==> config.mk <==
export PLATFORM = sky130hd
export DESIGN_NAME = opr_sequencer
export DESIGN_NICKNAME = d
export VERILOG_FILES = /design/src/rtl/opr_sequencer.sv
export SDC_FILE = /design/constraint.sdc
export NUM_CORES = 1
export LEC_CHECK = 0
export BUFFER_PORTS_ARGS = -buffer_cell sky130_fd_sc_hd__clkbuf_2
export CORE_MARGIN = 2
export CORE_UTILIZATION = 47
export CTS_BUF_LIST = sky130_fd_sc_hd__clkbuf_8
export DETAILED_ROUTE_END_ITERATION = 10
export PLACE_DENSITY_LB_ADDON = 0.05
export SLEW_MARGIN = 30
export SYNTH_ARGS = -nofsm -noshare
export SYNTH_HDL_FRONTEND = slang
export SYNTH_SLANG_ARGS = --single-unit
==> constraint.sdc <==
create_clock -name clk -period 1.7 [get_ports clk]
set_input_delay 0.17 -clock clk [delete_from_list [all_inputs] [get_ports clk]]
set_output_delay 0.17 -clock clk [all_outputs]
set_load 0.02 [all_outputs]
==> src/rtl/opr_sequencer.sv <==
// Step sequencer for the PDP-8 OPR instruction: issues one datapath strobe group per cycle, skipping idle steps.
// Optional Group 3 MQ step compiled in with `define OPR_GROUP3_EN.
module opr_sequencer (
    input  logic        clk,
    input  logic        reset,
    input  logic        start,
    input  logic [11:0] ir,
    input  logic        ac_zero,
    input  logic        ac_neg,
    input  logic        link,
    output logic        busy,
    output logic        done,
    output logic        clr_ac,
    output logic        clr_l,
    output logic        cma,
    output logic        cml,
    output logic        iac,
    output logic        rot_l,
    output logic        rot_r,
    output logic        bsw,
    output logic        or_sr,
    output logic        halt,
    output logic        mqa,
    output logic        mql,
    output logic        skip
);

    typedef enum logic [3:0] {
        IDLE, S_CLR, S_CMP, S_INC, S_ROT1, S_ROT2, S_SKP, S_SR, S_MQ, S_DONE
    } state_t;

    typedef enum logic [1:0] {GRP1, GRP2, GRP3} grp_t;

    state_t      state_q;
    state_t      state_d;
    logic [11:0] ir_q;
    logic        skip_q;
    logic        accept;
    logic        skip_cond;
    grp_t        grp_q;

    function automatic grp_t grp_of(input logic [11:0] i);
        if (!i[8])
            return GRP1;
        else if (!i[0])
            return GRP2;
        else
            return GRP3;
    endfunction

    function automatic logic step_en(input state_t s, input logic [11:0] i);
        grp_t g;
        logic one_rot;
        logic en;
        g       = grp_of(i);
        one_rot = i[3] ^ i[2];
        en      = 1'b0;
        case (s)
            S_CLR:  en = (g == GRP1) ? (i[7] | i[6]) : i[7];
            S_CMP:  en = (g == GRP1) && (i[5] | i[4]);
            S_INC:  en = (g == GRP1) && i[0];
            S_ROT1: en = (g == GRP1) && (one_rot || (i[1] && i[3:2] == 2'b00));
            S_ROT2: en = (g == GRP1) && i[1] && one_rot;
            S_SKP:  en = (g == GRP2);
            S_SR:   en = (g == GRP2) && (i[2] | i[1]);
`ifdef OPR_GROUP3_EN
            S_MQ:   en = (g == GRP3) && (i[6] | i[4]);
`else
            S_MQ:   en = 1'b0;
`endif
            default: en = 1'b0;
        endcase
        return en;
    endfunction

    // One global step order is consistent with every group's order; step_en filters by group.
    function automatic state_t step_at(input int k);
        case (k)
            0:       return S_SKP;
            1:       return S_CLR;
            2:       return S_CMP;
            3:       return S_INC;
            4:       return S_ROT1;
            5:       return S_ROT2;
            6:       return S_SR;
            7:       return S_MQ;
            default: return S_DONE;
        endcase
    endfunction

    function automatic state_t next_step(input state_t cur, input logic [11:0] i);
        state_t nxt;
        logic   past;
        nxt  = S_DONE;
        past = (cur == IDLE);
        for (int k = 0; k < 8; k++) begin
            if (past && nxt == S_DONE && step_en(step_at(k), i))
                nxt = step_at(k);
            if (step_at(k) == cur)
                past = 1'b1;
        end
        return nxt;
    endfunction

    assign accept    = (state_q == IDLE) && start && (ir[11:9] == 3'b111);
    assign grp_q     = grp_of(ir_q);
    assign skip_cond = (ir_q[6] & ac_neg) | (ir_q[5] & ac_zero) | (ir_q[4] & link);
    assign skip      = skip_q;

    always_ff @(posedge clk) begin
        if (reset) begin
            state_q <= IDLE;
            ir_q    <= 12'd0;
            skip_q  <= 1'b0;
        end else begin
            state_q <= state_d;
            if (accept) begin
                ir_q   <= ir;
                skip_q <= 1'b0;
            end else if (state_q == S_SKP) begin
                skip_q <= ir_q[3] ^ skip_cond;
            end
        end
    end

    always_comb begin
        state_d = state_q;
        case (state_q)
            IDLE:    if (accept) state_d = next_step(IDLE, ir);
            S_DONE:  state_d = IDLE;
            default: state_d = next_step(state_q, ir_q);
        endcase
    end

    always_comb begin
        busy   = (state_q != IDLE);
        done   = (state_q == S_DONE);
        clr_ac = 1'b0;
        clr_l  = 1'b0;
        cma    = 1'b0;
        cml    = 1'b0;
        iac    = 1'b0;
        rot_l  = 1'b0;
        rot_r  = 1'b0;
        bsw    = 1'b0;
        or_sr  = 1'b0;
        halt   = 1'b0;
        mqa    = 1'b0;
        mql    = 1'b0;
        case (state_q)
            S_CLR: begin
                clr_ac = ir_q[7];
                clr_l  = (grp_q == GRP1) && ir_q[6];
            end
            S_CMP: begin
                cma = ir_q[5];
                cml = ir_q[4];
            end
            S_INC:  iac = ir_q[0];
            S_ROT1, S_ROT2: begin
                // Both rotate bits together is undefined on the PDP-8; emit nothing.
                if (ir_q[1] && ir_q[3:2] == 2'b00) begin
                    bsw = (state_q == S_ROT1);
                end else if (ir_q[3] ^ ir_q[2]) begin
                    rot_r = ir_q[3];
                    rot_l = ir_q[2];
                end
            end
            S_SR: begin
                or_sr = ir_q[2];
                halt  = ir_q[1];
            end
`ifdef OPR_GROUP3_EN
            S_MQ: begin
                mqa = ir_q[6];
                mql = ir_q[4];
            end
`endif
            default: ;
        endcase
    end

endmodule

### After elaboration in Yosys (flattened, before gate mapping)

Index checks and enable logic that the tools add are counted.

| cells by class | value |
|---|---|
| add/subtract/negate cells | 0 |
| multipliers | 0 |
| divide/modulo/power cells | 0 |
| order comparisons | 0 |
| eq/ne operators | 145 |
| shifts and indexed selects | 0 |
| multiplexer cells | 161 |
| bitwise operators | 14 |
| reductions and logical operators | 64 |

Operators by type and width:

| operator | count |
|---|---|
| $eq 4x3->1 const B | 68 |
| $mux 4 | 62 |
| $eq 4x2->1 const B | 34 |
| $pmux 1 s7 | 16 |
| $mux 1 | 75 |
| $eq 4x1->1 const B | 17 |
| $eq 4x4->1 const B | 15 |
| $logic_and 1x1->1 | 46 |
| $eq 4x4->1 | 7 |
| $logic_not 4->1 | 7 |
| $mux 2 | 7 |
| $logic_not 2->1 | 5 |
| $or 1x1->1 | 8 |
| $pmux 4 s2 | 1 |
| $reduce_or 2->1 | 3 |
| $eq 2x1->1 const B | 2 |
| $reduce_bool 4->1 | 1 |
| $and 1x1->1 | 3 |
| $eq 3x3->1 const B | 1 |
| $xor 1x1->1 | 3 |
| $logic_or 1x1->1 | 2 |
| $ne 2x2->1 const B | 1 |

| word-level totals | value |
|---|---|
| bits in registers | 14 |
| latch bits | 0 |
| RAM bits | 0 |
| bits in read-only memories | 0 |
| bits of input ports | 18 |
| output and inout bits | 15 |
| word-level logic and storage cells | 387 |
| memories | 0 |

### Depth between registers and ports, before layout

| logic depth | value |
|---|---|
| depth in word-level cells | 56 |
| mapped depth | 7 |
| depth with buffers taken out | 7 |

### Least setup slack after synthesis

No wires, ideal clock.

| timing path | value |
|---|---|
| path type | flip-flop to flip-flop |
| start | reg state_q[1] |
| end | reg state_q[3] |
| library setup time | 0.074 ns |
| arrival | 1.699 ns |
| required time | 1.626 ns |
| setup slack | -0.074 ns |
| cell stages (with the launch flop) | 6 |
| path buffers | 0 |
| period minus slack after synthesis | 1.774 ns |
| cells stage by stage | dfxtp_1 nor4_4 inv_2 or3_1 or4_1 o21ai_0 |

| on the way | value |
|---|---|
| word-level cells in the longest chain between the ends | 39 |
| elaborated cells on any way between the ends | 64 |
| those cells by class | 16 x eq/ne; 30 x mux; 18 x reduce/logical |

RTL lines:

| item | RTL line | text |
|---|---|---|
| start: declaration | 34 | `state_t state_q;` |
| start signal: assignment | 116 | `state_q <= state_d;` |
| $logic_not 4->1 | 95, 105, 128 |  |
| $logic_and 1x1->1 | 97 | `if (past && nxt == S_DONE && step_en(step_at(k), i))` |
| $mux 4 | 97 |  |
| $mux 4 | 128 | `case (state_q)` |
| $eq 4x4->1 | 97 |  |
| $logic_and 1x1->1 (2 in series) | 97 |  |
| $mux 4 | 97 |  |
| $mux 4 | 128 |  |
| [... 20 more ...] | n/a |  |
| $eq 4x4->1 | 97 |  |
| $logic_and 1x1->1 (2 in series) | 97 |  |
| $mux 4 | 97 |  |
| $mux 4 | 128 |  |
| $eq 4x4->1 | 97 |  |
| $logic_and 1x1->1 (2 in series) | 97 |  |
| $mux 4 | 97 |  |
| $pmux 4 s2 | 128 |  |

Several ways; a longest one is shown, not always the timed one. The select of a mux whose other input is x is not followed.
A chain may end at the register's enable or synchronous reset.

### Worst setup path in the final report

| timing path | value |
|---|---|
| start | reg state_q[0] |
| end | reg state_q[2] |

Same word-level chain as after synthesis.

==> run_results.csv <==
group,metric,value,unit
outcome,status,"complete, but fails checks",
outcome,violations,"setup timing",
die,die_area,2620,sq um
clock_tree,clk_pin_slew,0.07,ns
power,ir_worst_vdd,0.000650,V
grt,grt_pass1_vias,1024,
sta,fin_ws,-0.0732,ns
sta,tns,-0.143,ns
place,io_buffers,30,
sta,hold-worst-slack,0.170,ns
grt,grt_pass1_wl,4660,um
clock_tree,cts-htree-levels,1,
worst_hold_path,hold_path.startpoint,"ir[3]",
worst_setup_path,rr_startpoint,"state_q[0]$_SDFFE_PP0P_",
layout,fin_nets,198,
layout,stdcell_count,203,
grt,grt_use_total,0.240,
yosys,ys_types,43,
layout,diodes,0,
yosys,synth.avg_cell_area,7.93,sq um
die,start_util,0.487,
routing,drc,0,
yosys,async_flop_share,0,
sta,final_max_slew_viol_count,0,
yosys,ys_seq_area_frac,0.268,
yosys,yosys_warnings,0,
layout,final_area,1420,sq um
yosys,netlist_top_cells_count,"nor2_1 (20), dfxtp_1 (14), mux2i_1 (10), and3_1 (8), inv_1 (8)",
layout,syn2layout_area_growth,35.2,%
worst_hold_path,hold_class,"in -> reg",
die,die_h,51.2,um
yosys,synth_most_common_cell,"nor2_1",
layout,n_fill_cell,193,
power,finalPower,805,uW
routing,num_vias,1137,
layout,multi_input_area,733,sq um
worst_setup_path,crit_type,"reg -> reg",
grt,grt_max_degree,15,
sta,clock_skew,0.00752,ns
grt,antenna_found_initial,0,
die,core,2150,sq um
clock_tree,tritoncts,"built",
worst_hold_path,holdPathStages,3,
routing,drt_iter0_drc,68,
yosys,syn_area,1050,sq um
sta,setup_violations,2,
worst_setup_path,path_cells,"nor3b_1, buf_4, o211ai_1, nand3_1, or4_1, o32ai_1",
sta,rsz0062_at_grt,"yes",
sta,period_share,1.04,
die,row_count,17,
worst_setup_path,rrSetupSlack,-0.07,ns
routing,wl_per_cell,14.1,um
clock_tree,hold_buffers,0,
sta,finalHoldViolCount,0,
die,die_w,51.2,um
worst_setup_path,end_kind,"flop",
yosys,ys_seq_elements,14,
grt,grt-ovfl-total,0,
worst_setup_path,crit_fanout,9,
clock_tree,clockBufferDepth,2,
power,cellLeakagePower,0.000636,uW
worst_setup_path,reg2reg_to,"state_q[2]$_SDFFE_PP0P_",
yosys,synth_cells,132,
routing,routed_wirelength,2860,um
die,io_pins,33,
routing,detail_route.first_pass.iterations,4,
flow_run,cap_violations,0,
yosys,ys_top_cells_by_area,"dfxtp_1 (27%), mux2i_1 (9.6%), nor2_1 (7.2%)",
yosys,yosysTopAreaCell,"dfxtp_1",
clock_tree,cts_root_buffer,"clkbuf_8",
place,gp_congestion,0.920,
clock_tree,cts_num_sinks,14,
worst_setup_path,cpMaxStageDelayCell,"or4_1",
worst_setup_path,max_stage_delay,0.45,ns
yosys,synth_top_area_share,0.268,
worst_hold_path,hold_end,"ir_q[3]$_SDFFE_PP0P_",
worst_setup_path,reg2regPathDepth,6,
sta,timing.fmax,0.564,GHz
power,power.density,568,nW/um^2
place,dp_cells,197,
routing,vias_per_cell,5.60,
place,dpl_cell_area,1300,sq um
clock_tree,clk_latency,0.25,ns
worst_setup_path,cp-start-kind,"flop",
yosys,synth_ff_type,"dfxtp_1",
place,place_hpwl,2170,um
sta,finalCriticalPeriod,1.77,ns
worst_setup_path,cp.arrival,1.92,ns
clock_tree,numCtsBuffers,3,
layout,regArea,285,sq um
worst_setup_path,required,1.84,ns
layout,drive_gt1_frac,0.343,
routing,ant_nets,0,
yosys,synth-edff-count,0,
[what timing repair did]
action,4_1_cts,5_1_grt
pin swaps,2,4
endpoints found under the setup margin,4,19
hold endpoints to repair,0,0
cloned,0,0
gates resized for setup,4,8
setup buffers,0,2
[cell usage in the layout, fill, tap and decap left out, drive strengths merged, types with 3 or more instances in the layout]
master and instances:
o21ai 5, dfxtp 14, and3 8, a21oi 5
nor3 7, inv 9, clkbuf 34, buf 16
or3 3, o221ai 3, ha 4, mux2i 10
nor2 20, o211ai 3
[cell families (layout without fill, tap and decap cells)]
kind of cell,Yosys count,after routing,synth area share
simple gates,58,58,0.324
compound gates,27,27,0.183
buf+inv,17,59,0.0705
flops,14,14,0.268
mux,10,10,0.0956
fa+ha+maj,4,4,0.0478
other cells,1,2,0.00358
xor+xnor,1,1,0.00836
[report_power, final]
group	total (uW)	internal [uW]	leakage, uW	switching [uW]
combinational	127	57.4	0.000493	70.0
sequential	342	333	0.000114	8.84
clock	335	206	0.0000288	129
total	805	596	0.000636	208
[critical path, delay by kind of cell (launching register included)]
family                 cells  cell delay (ns)
buffers and inverters      1             0.14
DFF                        1             0.37
and+or+nand+nor            3             0.75
AOI/OAI and AO/OA          2             0.39
[routing by layer]
| metal | GRT usage | up-vias | part of all wire |
|---|---|---|---|
| met1 | 0.317 | 517 | 0.45 |
| li1 | - | 575 | - |
| met2 | 0.379 | 39 | 0.47 |
| met5 | 0 | - | 0 |
| met4 | 0.126 | 0 | 0.023 |
| met3 | 0.0322 | 6 | 0.056 |
[area by class of cell]
cell class	count	area share
flip-flops and latches	14	0.201
inverters	9	0.0239
well taps	28	0.0247
clock buffers	4	0.0389
repair buffers	46	0.193
multi-input cells	102	0.518
[flip-flops by register name, summed over array words and instances, names as in the netlist]
register and flops:
state_q 4, skip 1, ir_q 9
[worst max-delay path by stage]
stage	start	to	slack, ns	cells past startpoint
after floorplan	state_q[1]$_SDFFE_PP0P_	state_q[3]$_SDFFE_PP0P_	-0.07	5
after global placement	state_q[3]$_SDFFE_PP0P_	state_q[1]$_SDFFE_PP0P_	0.03	6
after detailed placement	state_q[1]$_SDFFE_PP0P_	state_q[3]$_SDFFE_PP0P_	-0.07	5
after CTS	state_q[1]$_SDFFE_PP0P_	state_q[3]$_SDFFE_PP0P_	-0.08	5
after global routing	state_q[0]$_SDFFE_PP0P_	state_q[2]$_SDFFE_PP0P_	-0.18	6
final	state_q[0]$_SDFFE_PP0P_	state_q[2]$_SDFFE_PP0P_	-0.07	6
[metrics by stage]
stage,worst slack [ns],utilization
6_report,-0.0732,0.659
5_1_grt,-0.183,0.659
4_1_cts,-0.0751,0.638
3_5_place_dp,-0.0745,0.606
3_3_place_gp,0.0252,0.606
2_1_floorplan,-0.0737,-
No activity file was read; power rests on OpenSTA's default activity.
